File: src/rtl/limit_updown_counter.sv
// ---------------------------------------------------------------------------
// limit_updown_counter
//   Modulo up/down counter with a runtime-loadable limit register. Counts
//   0..limit and wraps (default build), or holds at the ends when
//   LIMIT_COUNTER_SATURATE_EN is defined. The tc output feeds the enable of
//   the next stage, so several instances cascade into multi-digit timers.
//
// Build option
//   LIMIT_COUNTER_SATURATE_EN : defined   -> saturate at 0 / limit, wrap tied 0
//                               undefined -> wrap-around
//
// Parameters
//   WIDTH        counter, data and limit width
//   LIMIT        reset value of the limit register (< 2**WIDTH)
//   RESET_VALUE  reset value of q (<= LIMIT)
//
// Ports
//   clock       in   rising-edge clock
//   reset       in   asynchronous active-high reset
//   enable      in   count enable / cascade carry-in
//   up          in   1 = count up, 0 = count down
//   preset      in   synchronous load of q from data (clamped to the limit)
//   data        in   preset value
//   limit_load  in   synchronous load of the limit register
//   limit_data  in   new limit value
//   q           out  registered count
//   limit       out  registered limit
//   tc          out  combinational terminal count
//   wrap        out  registered one-cycle pulse after a wrap
// ---------------------------------------------------------------------------
module limit_updown_counter #(
  parameter int WIDTH       = 4,
  parameter int LIMIT       = 9,
  parameter int RESET_VALUE = 0
) (
  input  logic             clock,
  input  logic             reset,
  input  logic             enable,
  input  logic             up,
  input  logic             preset,
  input  logic [WIDTH-1:0] data,
  input  logic             limit_load,
  input  logic [WIDTH-1:0] limit_data,
  output logic [WIDTH-1:0] q,
  output logic [WIDTH-1:0] limit,
  output logic             tc,
  output logic             wrap
);

  localparam logic [WIDTH-1:0] LIMIT_INIT = WIDTH'(LIMIT);
  localparam logic [WIDTH-1:0] Q_INIT     = WIDTH'(RESET_VALUE);
  localparam logic [WIDTH-1:0] ONE        = WIDTH'(1);

  logic [WIDTH-1:0] q_r;
  logic [WIDTH-1:0] limit_r;
  logic             wrap_r;

  logic [WIDTH-1:0] limit_eff;
  logic [WIDTH-1:0] preset_val;
  logic [WIDTH-1:0] count_next;
  logic             wrap_next;
  logic             at_top;
  logic             at_bottom;
  logic             out_of_range;

  // A preset in the same cycle as a limit load is clamped against the new
  // limit, so the counter never lands outside the range it will count in.
  assign limit_eff  = limit_load ? limit_data : limit_r;
  assign preset_val = (data > limit_eff) ? limit_eff : data;

  // Counting always looks at the limit held before this edge.
  assign at_top       = (q_r == limit_r);
  assign at_bottom    = (q_r == '0);
  assign out_of_range = (q_r > limit_r);

  always_comb begin
    count_next = q_r;
    wrap_next  = 1'b0;
    if (out_of_range) begin
      // Only reachable after the limit was lowered below q.
`ifdef LIMIT_COUNTER_SATURATE_EN
      count_next = limit_r;
`else
      count_next = up ? '0 : limit_r;
`endif
    end else if (up) begin
      if (at_top) begin
`ifdef LIMIT_COUNTER_SATURATE_EN
        count_next = q_r;
`else
        count_next = '0;
        wrap_next  = 1'b1;
`endif
      end else begin
        count_next = q_r + ONE;
      end
    end else begin
      if (at_bottom) begin
`ifdef LIMIT_COUNTER_SATURATE_EN
        count_next = q_r;
`else
        count_next = limit_r;
        wrap_next  = 1'b1;
`endif
      end else begin
        count_next = q_r - ONE;
      end
    end
  end

  always_ff @(posedge clock or posedge reset) begin
    if (reset) begin
      q_r     <= Q_INIT;
      limit_r <= LIMIT_INIT;
      wrap_r  <= 1'b0;
    end else begin
      if (limit_load) begin
        limit_r <= limit_data;
      end
      if (preset) begin
        q_r    <= preset_val;
        wrap_r <= 1'b0;
      end else if (enable) begin
        q_r    <= count_next;
        wrap_r <= wrap_next;
      end else begin
        wrap_r <= 1'b0;
      end
    end
  end

  // With limit==0 both compares are true, so tc simply follows enable.
  assign tc    = enable & (up ? at_top : at_bottom);
  assign q     = q_r;
  assign limit = limit_r;
  assign wrap  = wrap_r;

endmodule
File: config.mk
export PLATFORM = sky130hd
export DESIGN_NAME = limit_updown_counter
export DESIGN_NICKNAME = d
export VERILOG_FILES = /design/src/rtl/limit_updown_counter.sv
export SDC_FILE = /design/constraint.sdc
export NUM_CORES = 1
export LEC_CHECK = 0
export CORE_ASPECT_RATIO = 1.2
export CORE_MARGIN = 3
export CORE_UTILIZATION = 42
export DETAILED_ROUTE_END_ITERATION = 10
export PLACE_DENSITY = 0.78
export SETUP_SLACK_MARGIN = 0.02
export SLEW_MARGIN = 20
export SYNTH_ARGS = -nofsm -noshare
export SYNTH_HDL_FRONTEND = slang
export SYNTH_SLANG_ARGS = --single-unit
File: constraint.sdc
create_clock -name clock -period 2.02 [get_ports clock]
set_input_delay 0.606 -clock clock [delete_from_list [all_inputs] [get_ports clock]]
set_output_delay 0.606 -clock clock [all_outputs]
set_load 0.03 [all_outputs]
==> results of run 1 <==
[cell type report]
| cell class | count | area share (%) |
|---|---|---|
| inverter | 11 | 2.46 |
| timing repair buffer | 69 | 34.9 |
| sequential | 9 | 13.8 |
| multi-input combinational | 75 | 45.8 |
| clock buffer | 4 | 1.56 |
| tap | 19 | 1.42 |
[flip-flops by register name, indices dropped and copies added (netlist names)]
name   flops
wrap       1
q          4
limit      4
[layout by cell type, fill, tap and decap left out, types with 4 or more instances in the layout]
master,Yosys,routed
buf_4,0,43
dlygate4sd2_1,0,13
ha_4,0,7
inv_2,0,6
inv_1,11,5
nor3_1,5,5
nand2_1,6,5
clkdlybuf4s50_1,0,5
nor2_1,6,4
a21oi_1,7,4
dfrtp_1,7,4
[through the flow]
step                worst slack (ns)  hold WS (ns)  setup TNS (ns)  std cells  utilization [%]
finish                        -0.417         0.616          -0.842        187             89.7
global route                  -0.467         0.631           -1.33        187             89.7
CTS                           -0.376         0.614          -0.496        186             85.9
detailed placement            -0.973         0.647           -3.98        165             73.1
global placement              -0.887         0.648           -3.57        165             73.1
floorplan                     -0.198         0.432          -0.392         97                -
[power by group through the flow]
stage	Clock, W	Combinational, W	Sequential, W
final	0.000154	0.00109	0.000261
after global routing	0.000165	0.00116	0.000264
after CTS	0.000151	0.000934	0.000259
after detailed placement	0	0.000788	0.000260
after global placement	0	0.000754	0.000259
after floorplan	0	0.000351	0.000335
[path summary, 6_finish.rpt]
path	start	endpoint	slack, ns	cells after the start
max in group asynchronous	reset	limit[3]	1.09	2
max	q[1]	tc	-0.42	6
min in group clock	limit_load	limit[0]	0.75	3
max reg2reg	limit[3]	q[0]	-0.10	7
min reg2reg	limit[1]	limit[1]	0.83	4
min	reset	limit[2]	0.62	2
[cell families after synthesis]
| group | count (synthesis) |
|---|---|
| xor gates and xnor gates | 1 |
| buffers and inverters | 13 |
| muxes | 8 |
| adders and majority gates | 10 |
| and+or+nand+nor | 30 |
| AOI/OAI and AO/OA | 26 |
| DFF | 9 |
[layer usage]
layer	GRT usage, %	share of wire [%]	vias up
met5	0	0	-
met4	20.6	8.7	0
met3	7.49	7.6	46
met2	50.9	51	106
met1	32.9	33	556
li1	-	-	511
[worst max-delay path: cells and delay by family (launching register included)]
family	cells	cell delay, ns
buffers and inverters	2	0.22
flip-flops	1	0.42
AND/OR/NAND/NOR	2	0.46
adder cells (fa/ha/maj)	1	0.14
multiplexers	1	0.31
[timing repair]
action                                  in CTS  in global routing
endpoints found under the setup margin      12                  6
pin swaps                                   20                 13
buffers inserted                            17                  6
gates cloned                                 0                  0
gates resized for setup                     51                 10
==> results.md, run 1 <==
* Wire per inst at between 20 and 25 µm
* H-tree levels at 1
* Simple-Gate Fraction of Synth Area at 20.3%
* Clock Power Share at 10.2%
* Seq pwr share at 17.3%
* Mapped Nets at 121
* Cells after synthesis at 97
* Critical Path End Type: output port
* Core area at 1870 µm²
* Fmax at around 400 MHz
* Area growth from synthesis to layout at 97.6%
* Sequential-to-total area share from yosys stat at 26.8%
* Internal at 0.000843 W
* CTS Buf Count at 3
* Multi-input logic area at about 770 µm²
* Max-cap violations at 0
* Design area at 1680 µm²
* Max-slew violations at 0
* Sw Pwr at roughly 0.00066 W
* Mux contribution to synthesized area at 9.87%
* Chip Width at approximately 47 µm
* Synth cell count leaders: inv_1, ha_1, a21oi_1, dfrtp_1
* Setup ws final at -0.417 ns
* Initial core utilization at 45.4%
* Tightest Pin Transition at 0.471 ns
* Gr ovfl total at 0
* Arr. time, crit path at around 1.8 ns
* Status: finished with violations
* Final #Nets at 193
* Post-synthesis compound-gate area fraction at around a fifth
* Clk_lat worst skew at 0.28 ns
* Row cnt at 17
* Leakage at 0.773 nW
* Power Dens Cells at 897 nW/µm²
* Register area at 231 µm²
* Asr flop ratio synth at 100%
* Tot Pwr at 0.00151 W
* Clock period minus final worst setup slack at 2.44 ns
* Clock buffer depth at 2
* TritonCTS clock tree: yes
* Ys flop type: dfrtp_1
* DRC at 0
* Slew headroom at 68.3%
* Synth area leader: dfrtp_1
* Switching share of total power at 44.0%
* Fin. Hold Viols at 0
* Post-Synth Adder-Cell Area at 14.7%
* Synth area leaders: dfrtp_1, ha_1, dfstp_2
* Crit-path cells: inv_2 > ha_4 > or3b_4 > mux2_4 > nor2_4 > buf_6
* Post-synthesis register bit count at 9
* Combinational power share at between 70% and 80%
* Vias in the first global route at 1213
* Detailed Route WL at roughly 4500 µm
* Initial antenna violation count at 0
* Io pins at 24
* Total track usage at 31.1%
* Crit Path Class: reg -> out
* Unique masters post-synth at 37
* 1st-iter DRT viols at 48
* Slowest-stage cell, CP: dfrtp_2
* Final setup fails at 6
* Hold_buf cts at 0
* Largest family of logic cells by synthesized area: compound AO/OA/AOI/OAI gates
* RSZ-0062 raised after global routing: yes
* HP Class: in -> async
* Height of the die at 55.3 µm
* # diodes at 0
* GP Congestion at 0.867
* Clk pin slew, worst setup/hold paths at about 0.07 ns
* Via/cell ratio at 6.52
* Clk_skew at roughly 0.0040 ns
* Fill count at 77
* I/O Buffers at 23
* Root buffer cell: clkbuf_4
* Synth Area in XOR/XNOR at 1.03%
* First-pass GRT wire length at about 5800 µm
* CP peak stage delay at 0.42 ns
* Drt pass-1 iters at 4
* Vias at 1219
* Post-synth EDFFs at 0
* Worst VDD drop at about 0.75 mV
* Die ar. at 2600 µm²
* Maximum number of pins on one net before global-route repair at 10
* Share of the synthesized area in the top cell type at 20.6%
* Layout cells sized above 1 at 56.5%
* Final ANT Viol Nets at 0
* Syn Std Cell Area at roughly 850 µm²
* Clock tree sinks at 9
* Final period util at 121%
* CP Data Required Time at between 1 and 1.5 ns
* Failing checks: setup timing
* Startpoint Class: flop
* Dpl hpwl at 2240 µm
* Leading cell type by number of instances after synthesis: inv_1
* Placed cell area at 1370 µm²
* Critical path fanouts, max at 3
* Syn. warnings at 0
* Avg Inst Size Synth at 8.76 µm²
Note: power is estimated with default switching activity, not from simulation.
==> run 2, diff against run 1 <==
Settings changed: SKIP_CTS_REPAIR_TIMING set to 1.
==> run 2 against run 1 <==
Against the previous run: the run still ends with setup timing left; clock skew up 0.0067 ns; design area down 2.8%; register-to-register slack worse by 0.08 ns; combinational power down 9.5%; clock power about the same; hold slack worse by 0.055 ns; critical path depth unchanged; wire length down 13%; power down 6.4%; via count down 8.9%; critical path type unchanged; largest power group unchanged.
==> results.md, run 2 (synthesis results as in run 1) <==
* Chip Width at 47.1 µm (unchanged)
* Gr ovfl total at 0 (unchanged)
* Clk pin slew, worst setup/hold paths at 0.08 ns (about the same)
* RSZ-0062 raised after global routing: yes
* Worst VDD drop at 0.608 mV (-19%)
* Vias at 1111 (-8.9%)
* GP Congestion at 0.867 (unchanged)
* Critical path fanouts, max at 4 (+1)
* Initial core utilization at 45.4% (unchanged)
* Wire per inst at 22.2 µm (-6.9%)
* HP Class: in -> reg
* Vias in the first global route at 1012 (-17%)
* Final period util at 121% (+0.55 points)
* Tightest Pin Transition at 0.380 ns (-0.0911 ns)
* Worst Hold Depth at 2
* Maximum number of pins on one net before global-route repair at 10 (unchanged)
* Worst reg2reg endpoint: q[1]
* Clock tree sinks at 9 (unchanged)
* Hold Startpoint: limit_load
* Setup ws final at -0.428 ns (-0.0111 ns)
* Final ANT Viol Nets at 0 (unchanged)
* DRC at 0 (unchanged)
* Slew headroom at 74.6% (+6.3 points)
* I/O Buffers at 23 (unchanged)
* Leakage at 0.831 nW (+7.5%)
* Io pins at 24 (unchanged)
* Initial antenna violation count at 0 (unchanged)
* Most frequent cells in the layout: buf_4, dlymetal6s2s_1, ha_4
* Most common cell after layout, fill and taps aside: buf_4
* Via/cell ratio at 6.35 (-2.6%)
* Failing checks: setup timing
* Height of the die at 55.3 µm (unchanged)
* Design area at 1630 µm² (-2.8%)
* First-pass GRT wire length at 4440 µm (-24%)
* Reg2Reg Depth at 9 (+2)
* Arr. time, crit path at 1.84 ns (about the same)
* Hold worst-path end: limit[1]
* Final #Nets at 181 (-6.2%)
* Worst reg2reg setup slack at -0.18 ns (-0.08 ns)
* Reg2reg start: limit[3]
* Placed cell area at 1370 µm² (unchanged)
* Final setup fails at 5 (-1)
* Crit Path Class: reg -> out
* Clock buffer depth at 2 (unchanged)
* CTS Buf Count at 3 (unchanged)
* H-tree levels at 1 (unchanged)
* Status: finished with violations
* Startpoint Class: flop
* Detailed Route WL at 3890 µm (-13%)
* Clock period minus final worst setup slack at 2.45 ns (+0.0111 ns)
* TritonCTS clock tree: yes
* Clk_lat worst skew at 0.28 ns (about the same)
* Setup TNS at -0.863 ns (-0.0215 ns)
* Tot Pwr at 0.00141 W (-6.4%)
* CP Data Required Time at 1.41 ns (about the same)
* Dpl hpwl at 2240 µm (unchanged)
* Root buffer cell: clkbuf_4
* Core area at 1870 µm² (unchanged)
* Critical Path End Type: output port
* Fmax at 409 MHz (-0.45%)
* Layout cells sized above 1 at 50.6% (-5.9 points)
* Max-slew violations at 0 (unchanged)
* Placed Cells incl. Taps at 165 (unchanged)
* Clk_skew at 0.0107 ns (+0.00672 ns)
* # diodes at 0 (unchanged)
* Fin. Hold Viols at 0 (unchanged)
* Area growth from synthesis to layout at 92.0%
* Max-cap violations at 0 (unchanged)
* Power Dens Cells at 863 nW/µm² (-3.7%)
* Drt pass-1 iters at 4 (unchanged)
* 1st-iter DRT viols at 38 (-21%)
* Row cnt at 17 (unchanged)
* Die ar. at 2600 µm² (unchanged)
* Total track usage at 23.6% (-7.5 points)
* Non-filler instance count after layout at 175 (-6.4%)
## run 2: layout make-up
class                      count  area (µm²)
tap                           19        23.8
timing repair buffer          57         533
fill                          82         240
inverter                      11        41.3
clock buffer                   4        26.3
sequential                     9         231
multi-input combinational     75         776
## run 2: worst max-delay path by stage
stage | from | end | slack, ns | cells after the start
6_report | q[1] | tc | -0.43 | 6
3_3_place_gp | limit_load | q[3] | -0.89 | 11
5_1_grt | limit[3] | tc | -0.48 | 6
3_5_place_dp | limit_load | q[0] | -0.97 | 7
2_1_floorplan | limit[3] | tc | -0.20 | 5
4_1_cts | limit_load | q[0] | -0.68 | 10
## run 2: power breakdown
part	internal [W]	switching, W	leakage [nW]
Clock	0.0000766	0.0000798	0.0150
Sequential	0.000218	0.0000486	0.102
Combinational	0.000499	0.000487	0.714
## run 2: worst max-delay path, cell delays in order (launching register included)
cell     delay, ns
dfrtp_2       0.44
inv_2         0.10
ha_4          0.13
or3b_4        0.37
mux2_4        0.30
nor2_4        0.09
buf_6         0.13
## run 2: per-stage QoR
step | utilization, % | worst slack [ns] | hold slack, ns
2_1_floorplan | - | -0.198 | 0.432
3_3_place_gp | 73.1 | -0.887 | 0.648
3_5_place_dp | 73.1 | -0.973 | 0.647
4_1_cts | 74.5 | -0.676 | 0.614
5_1_grt | 87.2 | -0.481 | 0.559
6_report | 87.2 | -0.428 | 0.561
## run 2: routing by layer
layer / track usage (%) / vias up / part of all wire (%)
met1: 25.1 / 530 / 37
met3: 5.21 / 28 / 5.8
met2: 39.6 / 69 / 52
met5: 0 / - / 0
li1: - / 484 / -
met4: 14.2 / 0 / 5.7
